`src/rtl/rtc_pkg.sv`:
```
// Shared constants for the RTC display path: slot numbering and
// active-low 7-segment patterns (bit6 = a .. bit0 = g).
package rtc_pkg;

   localparam logic [2:0] SLOT_SEC_L = 3'd0;
   localparam logic [2:0] SLOT_SEC_M = 3'd1;
   localparam logic [2:0] SLOT_MIN_L = 3'd2;
   localparam logic [2:0] SLOT_MIN_M = 3'd3;
   localparam logic [2:0] SLOT_HRS_L = 3'd4;
   localparam logic [2:0] SLOT_HRS_M = 3'd5;

   localparam logic [6:0] SEG_OFF = 7'b1111111;

   localparam logic [6:0] SEG_PATTERNS [10] = '{
      7'b0000001, 7'b1001111, 7'b0010010, 7'b0000110, 7'b1001100,
      7'b0100100, 7'b0100000, 7'b0001111, 7'b0000000, 7'b0000100
   };

endpackage

```
`src/rtl/rtc_seg_decode.sv`:
```
// BCD to active-low 7-segment decoder; codes 10..15 give all segments off.
module rtc_seg_decode
   import rtc_pkg::*;
(
   input  logic [3:0] bcd,
   output logic [6:0] seg
);

   always_comb begin
      seg = SEG_OFF;
      if (bcd < 4'd10) seg = SEG_PATTERNS[bcd];
   end

endmodule

```
`src/rtl/rtc_display_scan.sv`:
```
// Multiplexed six-digit HH:MM:SS display scanner with per-slot blanking,
// frame-synchronous digit capture, hours leading-zero blank and colon blink.
module rtc_display_scan
   import rtc_pkg::*;
#(
   parameter int unsigned CLK_HZ         = 50000000,
   parameter int unsigned SCAN_HZ        = 1000,
   parameter int unsigned BLANK_CYCLES   = 4,
   parameter int unsigned SEG_ACTIVE_LOW = 1,
   parameter int unsigned AN_ACTIVE_LOW  = 1
) (
   input  logic        clk,
   input  logic        reset,
   input  logic        en,
   input  logic [23:0] digits_in,
   input  logic        sec_tick,
   input  logic        lz_suppress,
   output logic [6:0]  seg,
   output logic        dp,
   output logic [5:0]  an,
   output logic [2:0]  digit_idx,
   output logic        frame_done
);

   localparam int unsigned DIV = CLK_HZ / SCAN_HZ;
   localparam int unsigned PW  = (DIV > 2) ? $clog2(DIV) : 1;
   localparam logic [PW-1:0] PRESC_LAST  = PW'(DIV - 1);
   localparam logic [PW-1:0] PRESC_BLANK = PW'(BLANK_CYCLES);

   localparam logic [6:0] SEG_IDLE = (SEG_ACTIVE_LOW != 0) ? SEG_OFF : ~SEG_OFF;
   localparam logic       DP_IDLE  = (SEG_ACTIVE_LOW != 0);
   localparam logic [5:0] AN_IDLE  = (AN_ACTIVE_LOW != 0) ? '1 : '0;

   generate
      if (DIV < BLANK_CYCLES + 2) begin : g_div_check
         $error("rtc_display_scan: CLK_HZ/SCAN_HZ must be at least BLANK_CYCLES+2");
      end
   endgenerate

   logic [PW-1:0] presc;
   logic [23:0]   shadow;
   logic          colon_on;
   logic          primed;

   logic [3:0] cur_bcd;
   logic [6:0] dec_seg;
   logic [6:0] seg_next;
   logic       dp_next;
   logic [5:0] an_next;
   logic       dp_on;
   logic [5:0] an_on;

   always_comb begin
      case (digit_idx)
         SLOT_SEC_L: cur_bcd = shadow[3:0];
         SLOT_SEC_M: cur_bcd = shadow[7:4];
         SLOT_MIN_L: cur_bcd = shadow[11:8];
         SLOT_MIN_M: cur_bcd = shadow[15:12];
         SLOT_HRS_L: cur_bcd = shadow[19:16];
         SLOT_HRS_M: cur_bcd = shadow[23:20];
         default:    cur_bcd = shadow[3:0];
      endcase
   end

   rtc_seg_decode u_decode (
      .bcd (cur_bcd),
      .seg (dec_seg)
   );

   always_comb begin
      seg_next = dec_seg;
      if (lz_suppress && digit_idx == SLOT_HRS_M && shadow[23:20] == 4'd0)
         seg_next = SEG_OFF;
      if (SEG_ACTIVE_LOW == 0) seg_next = ~seg_next;

      dp_on   = colon_on && (digit_idx == SLOT_MIN_L || digit_idx == SLOT_HRS_L);
      dp_next = (SEG_ACTIVE_LOW != 0) ? ~dp_on : dp_on;

      an_on   = (presc >= PRESC_BLANK) ? (6'b000001 << digit_idx) : '0;
      an_next = (AN_ACTIVE_LOW != 0) ? ~an_on : an_on;
   end

   always_ff @(posedge clk) begin
      if (reset) begin
         seg        <= SEG_IDLE;
         dp         <= DP_IDLE;
         an         <= AN_IDLE;
         digit_idx  <= SLOT_SEC_L;
         frame_done <= 1'b0;
         presc      <= '0;
         shadow     <= '0;
         colon_on   <= 1'b1;
         primed     <= 1'b0;
      end else begin
         frame_done <= 1'b0;
         // The colon keeps time even while the display is dark.
         if (sec_tick) colon_on <= ~colon_on;

         if (en) begin
            seg <= seg_next;
            dp  <= dp_next;
            an  <= an_next;

            if (!primed) begin
               shadow     <= digits_in;
               frame_done <= 1'b1;
               primed     <= 1'b1;
            end

            if (presc == PRESC_LAST) begin
               presc <= '0;
               if (digit_idx == SLOT_HRS_M) begin
                  digit_idx  <= SLOT_SEC_L;
                  shadow     <= digits_in;
                  frame_done <= 1'b1;
               end else begin
                  digit_idx <= digit_idx + 3'd1;
               end
            end else begin
               presc <= presc + 1'b1;
            end
         end else begin
            seg <= SEG_IDLE;
            dp  <= DP_IDLE;
            an  <= AN_IDLE;
         end
      end
   end

endmodule
```
`config.mk`:
```
export PLATFORM = sky130hd
export DESIGN_NAME = rtc_display_scan
export DESIGN_NICKNAME = d
export VERILOG_FILES = /design/src/rtl/rtc_pkg.sv /design/src/rtl/rtc_seg_decode.sv /design/src/rtl/rtc_display_scan.sv
export SDC_FILE = /design/constraint.sdc
export NUM_CORES = 1
export LEC_CHECK = 0
export ABC_AREA = 1
export CORE_ASPECT_RATIO = 1.2
export CORE_MARGIN = 3
export CORE_UTILIZATION = 45
export DETAILED_ROUTE_END_ITERATION = 8
export HOLD_SLACK_MARGIN = 0.02
export MAX_ROUTING_LAYER = met4
export PLACE_DENSITY = 0.69
export RECOVER_POWER = 50
export SYNTH_ARGS = -nofsm -noshare
export SYNTH_HDL_FRONTEND = slang
export SYNTH_SLANG_ARGS = --single-unit
```
`constraint.sdc`:
```
create_clock -name clk -period 3.6 [get_ports clk]
set_clock_uncertainty 0.1 [all_clocks]
set_input_delay 0.36 -clock clk [delete_from_list [all_inputs] [get_ports clk]]
set_output_delay 0.36 -clock clk [all_outputs]
set_load 0.1 [all_outputs]
```
==> metrics, run 1 <==
Die Footprint 0.00727 mm2; overflow left after global routing 0; Commonest cells post-synth 109 x sky130_fd_sc_hd__nand2_1, 90 x sky130_fd_sc_hd__nor2_1, 60 x sky130_fd_sc_hd__dfxtp_1; distinct cell type count after synthesis 32; Finished Cell Area between 0.003 and 0.004 mm2; crit path kind flop to output pin; area overhead of the layout relative to synthesis 25.6%; number of cell rows 31; number of levels in the clock H-tree 3; setup repair after global routing missed its margin false; via count normalized by instance count 4.74; post-layout instance count excluding filler cells 556; CTS tree built; hold buffer count at CTS 0; proportion of synthesized chip area in sequential cells 42.5%; number of max-cap violations 0; via count of the first global-routing pass 2418; post-CTS sizing 0; maximum number of buffers from clock root to sink 2; run status completed; overall power of the completed layout 1.62 mW; number of enable-type register cells in the synthesized netlist 0; postcts setup bufs 0; type of the worst min-delay path flop to flop; clock period minus final worst setup slack ~2.6 ns; endpoint of the most critical register-to-register path shadow[2]; period utilisation layout 71.8%; slack of the worst reg-to-reg path 1.23 ns; cell type with the largest total area after synthesis sky130_fd_sc_hd__dfxtp_1; logic depth of the worst setup path including buffers 1; number of cells after detailed placement 540; cells along the critical path clkdlybuf4s50_1; total wirelength of the detailed-routed design 6510 um; share of post-route cells with drive strength above 1 6.12%; number of buffers inserted by port buffering 46; GRT Total Usage 19.6%; leakage power 1.59 nW; floorplan die width 78.3 um; post-synthesis instance total 422; synthesized flop and latch total 60; number of buffers added by the clock tree synthesis step 9; Final setup viols 0; placed cell area 0.00333 mm2; worst-path maximum fanout 11; Worst Hold Depth 1; cell type of the slowest stage on the worst timing path sky130_fd_sc_hd__clkdlybuf4s50_1; number of nets in the synthesized netlist about 450; CP peak stage delay roughly 1.2 ns; DRC violation count after routing 0; antenna diode count 0; Clock Latency Late Sink approximately 0.34 ns; maximum number of pins on one net before global-route repair 50; Slew @ Worst Pin 1.23 ns; count of final hold-check violations 0; RD Place Congestion 0.901; Area contributors post-synth sky130_fd_sc_hd__dfxtp_1 43%, sky130_fd_sc_hd__nand2_1 14%, sky130_fd_sc_hd__nor2_1 12%; Vias 2637; async set-reset flop share out of synthesis 0%; worst path bufs/invs 1; aggregate negative setup slack 0 ns; Max rail drop VDD 279 uV; Final Hold Slack 0.341 ns; average footprint of a synthesized cell 6.69 um2; number of antenna violations at the first check in global routing 0; HPWL after detailed placement 4780 um; count of final max-slew check failures 0; Data required, critical path 3.14 ns; count of routing violations after the opening detailed-route iteration 108; Clock Pin Slew Worst Setup and Hold Paths 0.06 ns; fraction of post-synthesis cell area in the top cell type by area 42.5%; ANT nets after route 0; count of cells along the worst register-to-register path 11; start of the worst register-to-register path presc[0]; Total Nets Final 501; Initial DRT Pass Iterations 4; area of the core 0.00605 mm2; Synth Warn # 0; wire length per cell after detailed routing 11.7 um; Pwr Density 456 mW/mm2; FMAX roughly 0.39 GHz; family with the most delay on the worst path buffers and inverters; hold wc startpoint colon_on; Worst Path Arrival 2.12 ns; kind of end point of the critical path output pin; Slew HR 18.2%; Chip Height 92.8 um; launching element type of the critical path flop; clock net sink count 60; commonest register cell after synthesis sky130_fd_sc_hd__dfxtp_1; count leader, synth sky130_fd_sc_hd__nand2_1; Initial Utilization 46.7%; num ports 47; root buffer selected by CTS sky130_fd_sc_hd__clkbuf_8; summed instance area of the synthesized netlist 0.00283 mm2; Worst Hold End dp; wire length of the first global-routing pass between 10000 and 15000 um
per-stage QoR:
stage                     setup WS, ns  util [%]
after floorplan                   1.01         -
after global placement            1.33      55.0
after detailed placement          1.26      55.0
after CTS                         1.00      58.9
after global routing             0.922      58.6
final                             1.02      58.6
worst max path at each step:
stage | from | to | slack [ns]
2_1_floorplan | digit_idx[2] | seg[2] | 1.01
3_3_place_gp | en | presc[13] | 1.33
3_5_place_dp | en | presc[12] | 1.26
4_1_cts | digit_idx[2] | digit_idx[2] | 1.00
5_1_grt | presc[0] | shadow[3] | 0.92
6_report | digit_idx[2] | digit_idx[2] | 1.02
state kept, by name (all words and copies together) (netlist names):
signal / cells
primed: 1
colon_on: 1
digit_idx: 3
shadow: 24
an: 6
frame_done: 1
seg: 7
dp: 1
presc: 16
cell type report:
cell class	instances	area (um2)
flip-flops and latches	60	1200
multi-input cells	295	1330
clock buffers	12	165
repair buffers	48	469
well taps	82	103
inverters	55	206
fillers	599	2500
clock inverters	4	70.1
per-layer routing:
metal	routed length (um)	vias up	global-route usage (%)
met1	2880	1164	22.1
li1	-	1407	-
met3	271	12	4.28
met2	3210	54	32.5
met5	0	-	-
met4	148	0	10.5
where the power goes:
| group | internal, mW | switching, mW |
|---|---|---|
| combinational | 0.0736 | 0.129 |
| sequential | 0.696 | 0.0155 |
| clock | 0.444 | 0.259 |
| total | 1.21 | 0.403 |
kinds of logic (layout without fill, tap and decap cells):
kind of cell	count (synthesis)	in the layout	share of synthesized area, %
adder cells (fa/ha/maj)	3	3	1.33
AND/OR/NAND/NOR	259	259	38.8
flip-flops	60	60	42.5
AO/OA/AOI/OAI	29	29	6.24
XOR/XNOR	4	4	1.24
buffers and inverters	67	119	9.92
cells in the final DEF (no fill, tap or decap):
master and n:
sky130_fd_sc_hd__nand3_1 28, sky130_fd_sc_hd__inv_2 2, sky130_fd_sc_hd__xor2_1 1, sky130_fd_sc_hd__o211ai_1 2, sky130_fd_sc_hd__nand2_2 1, sky130_fd_sc_hd__a211oi_1 1, sky130_fd_sc_hd__nor3_2 1, sky130_fd_sc_hd__xnor2_1 3
sky130_fd_sc_hd__clkbuf_2 1, sky130_fd_sc_hd__a21oi_4 1, sky130_fd_sc_hd__nand2_1 110, sky130_fd_sc_hd__clkinv_2 2, sky130_fd_sc_hd__nor3_1 7, sky130_fd_sc_hd__clkbuf_8 12, sky130_fd_sc_hd__nand3b_1 1, sky130_fd_sc_hd__o41ai_1 1
sky130_fd_sc_hd__ha_1 3, sky130_fd_sc_hd__clkdlybuf4s50_1 44, sky130_fd_sc_hd__nor2_1 93, sky130_fd_sc_hd__dfxtp_1 60, sky130_fd_sc_hd__nor2_2 3, sky130_fd_sc_hd__clkbuf_1 1, sky130_fd_sc_hd__nand4_1 9, sky130_fd_sc_hd__dlygate4sd3_1 2
sky130_fd_sc_hd__nand3_2 3, sky130_fd_sc_hd__o21bai_2 1, sky130_fd_sc_hd__o21ai_0 11, sky130_fd_sc_hd__a31oi_1 2, sky130_fd_sc_hd__inv_1 52, sky130_fd_sc_hd__clkinv_1 1, sky130_fd_sc_hd__or2_0 1, sky130_fd_sc_hd__nor4_1 2
sky130_fd_sc_hd__a21oi_1 10, sky130_fd_sc_hd__bufinv_16 2
Power figures use the tool's default switching activity.
==> run 2: changes to the inputs <==
PLACE_DENSITY = 0.72   (was 0.69)
clock period = 2.1 ns   (was 3.6 ns; I/O delays follow)
==> metrics, run 2 (synthesized netlist as in run 1, its figures left out) <==
number of antenna violations at the first check in global routing 0 (unchanged); utilization after layout 57.1% (-1.6 points); HPWL after detailed placement 4700 um (-1.8%); number of cell rows 31 (unchanged); setup slack after layout 0.143 ns (-0.874 ns); largest register by flop count shadow; Worst Hold End dp; wire length per cell after detailed routing 11.2 um (-4.6%); cells along the critical path inv_1 > ha_2 > nand2_1 > inv_1 > nor2_1 > nand3_1 > nor2_1 > nand2_1 > a21oi_4 > nand2_1; area of the multi-input gates 0.00134 mm2 (+0.75%); leakage power 1.56 nW (-1.3%); count of final max-slew check failures 0 (unchanged); Final Hold Slack 0.347 ns (+0.00609 ns); ANT nets after route 0 (unchanged); hold wc startpoint colon_on; worst-path maximum fanout 11 (unchanged); kind of end point of the critical path flop; DRC violation count after routing 0 (unchanged); Initial DRT Pass Iterations 4 (unchanged); leading cell type in the layout, fill and taps excluded sky130_fd_sc_hd__nand2_1; placed cell area 0.00335 mm2 (+0.56%); number of inserted filler cells in the final layout 638 (+6.5%); highest-count cells in the layout ignoring fill and taps 110 x sky130_fd_sc_hd__nand2_1, 90 x sky130_fd_sc_hd__nor2_1, 57 x sky130_fd_sc_hd__dfxtp_1; FMAX 0.511 GHz; Worst Hold Depth 1 (unchanged); crit path kind flop to flop; start of the worst register-to-register path digit_idx[2]; endpoint of the most critical register-to-register path seg[4]; area overhead of the layout relative to synthesis 22.2%; maximum number of pins on one net before global-route repair 50 (unchanged); Finished Cell Area 0.00345 mm2 (-2.7%); number of cells after detailed placement 546 (+1.1%); clock period minus final worst setup slack 1.96 ns; Slew HR 22.8% (+4.7 points); overall power of the completed layout 2.47 mW (+53%); Data required, critical path 2.22 ns (-0.92 ns); Worst Path Arrival 2.08 ns (-0.04 ns); period utilisation layout 93.2%; slack of the worst reg-to-reg path 0.14 ns (-1.09 ns); via count of the first global-routing pass 2422 (+0.17%); overflow left after global routing 0 (unchanged); Final setup viols 0 (unchanged); CTS tree built; setup repair after global routing missed its margin false; number of flip-flops under the largest register name 24 (unchanged); count of cells along the worst register-to-register path 10 (-1); Pwr Density 715 mW/mm2 (+57%); worst path bufs/invs 2 (+1); Max rail drop VDD 429 uV (+53%); total wirelength of the detailed-routed design 6270 um (-3.7%); share of post-route cells with drive strength above 1 10.9% (+4.7 points); Initial Utilization 46.7% (unchanged); floorplan die width 78.3 um (unchanged); Most common cell on crit path sky130_fd_sc_hd__nand2_1; root buffer selected by CTS sky130_fd_sc_hd__clkbuf_8; GRT Total Usage 18.7% (-0.96 points); via count normalized by instance count 4.71 (-0.63%); cell type of the slowest stage on the worst timing path sky130_fd_sc_hd__dfxtp_4; count of routing violations after the opening detailed-route iteration 139 (+29%); Clock Pin Slew Worst Setup and Hold Paths 0.06 ns (about the same); RD Place Congestion 0.969 (+7.6%); Chip Height 92.8 um (unchanged); post-layout instance count excluding filler cells 561 (+0.90%); Die Footprint 0.00727 mm2 (unchanged); count of final hold-check violations 0 (unchanged); number of buffers inserted by port buffering 46 (unchanged); antenna diode count 0 (unchanged); number of buffers added by the clock tree synthesis step 9 (unchanged); type of the worst min-delay path flop to flop; aggregate negative setup slack 0 ns (unchanged); number of max-cap violations 0 (unchanged); num ports 47 (unchanged); top flop regs shadow x24, presc x16, seg x7; area of the core 0.00605 mm2 (unchanged); Clock Latency Late Sink 0.34 ns (about the same); CP peak stage delay 0.42 ns (-0.80 ns); launching element type of the critical path flop; run status completed; postcts setup bufs 0 (unchanged); family with the most delay on the worst path simple AND/OR/NAND/NOR gates; maximum number of buffers from clock root to sink 2 (unchanged); Total Nets Final 507 (+1.2%); clock net sink count 60 (unchanged); number of levels in the clock H-tree 3 (unchanged); Vias 2644 (+0.27%); combined flip-flop and latch cell area 0.00121 mm2 (+0.52%); worst slack, placed 0.147 ns (-1.11 ns); wire length of the first global-routing pass 10500 um (-3.4%); Slew @ Worst Pin 1.16 ns (-0.0650 ns)
run 2: power breakdown:
group	internal (mW)	leakage, nW	switching (mW)
Clock	0.483	0.0893	0.424
Combinational	0.120	0.981	0.223
Sequential	1.19	0.494	0.0272
run 2: area by class of cell:
cell class	count	share of cell area, %
well taps	82	2.97
inverters	55	5.98
clock buffers	13	4.60
clock inverters	2	0.290
repair buffers	54	12.3
flip-flops and latches	60	35.0
multi-input cells	295	38.9
run 2: how the worst max path moves through the flow:
stage	cells after the start	to	startpoint
global route	10	seg[2]	digit_idx[2]
global placement	10	seg[4]	digit_idx[2]
finish	10	seg[4]	digit_idx[2]
floorplan	11	seg[2]	digit_idx[2]
detailed placement	10	seg[4]	digit_idx[2]
CTS	10	seg[4]	digit_idx[2]
run 2: layer usage:
metal | vias to the layer above | wire length (um) | global-route usage, %
met5 | - | 0 | -
met2 | 54 | 2970 | 30.7
met3 | 13 | 237 | 2.92
met1 | 1159 | 2910 | 21.9
li1 | 1418 | - | -
met4 | 0 | 152 | 10.1
run 2: repair_timing:
| item | CTS | global route |
|---|---|---|
| gates resized for setup | 0 | 1 |
| hold buffers | 0 | 0 |
| setup endpoints to repair | 0 | 7 |
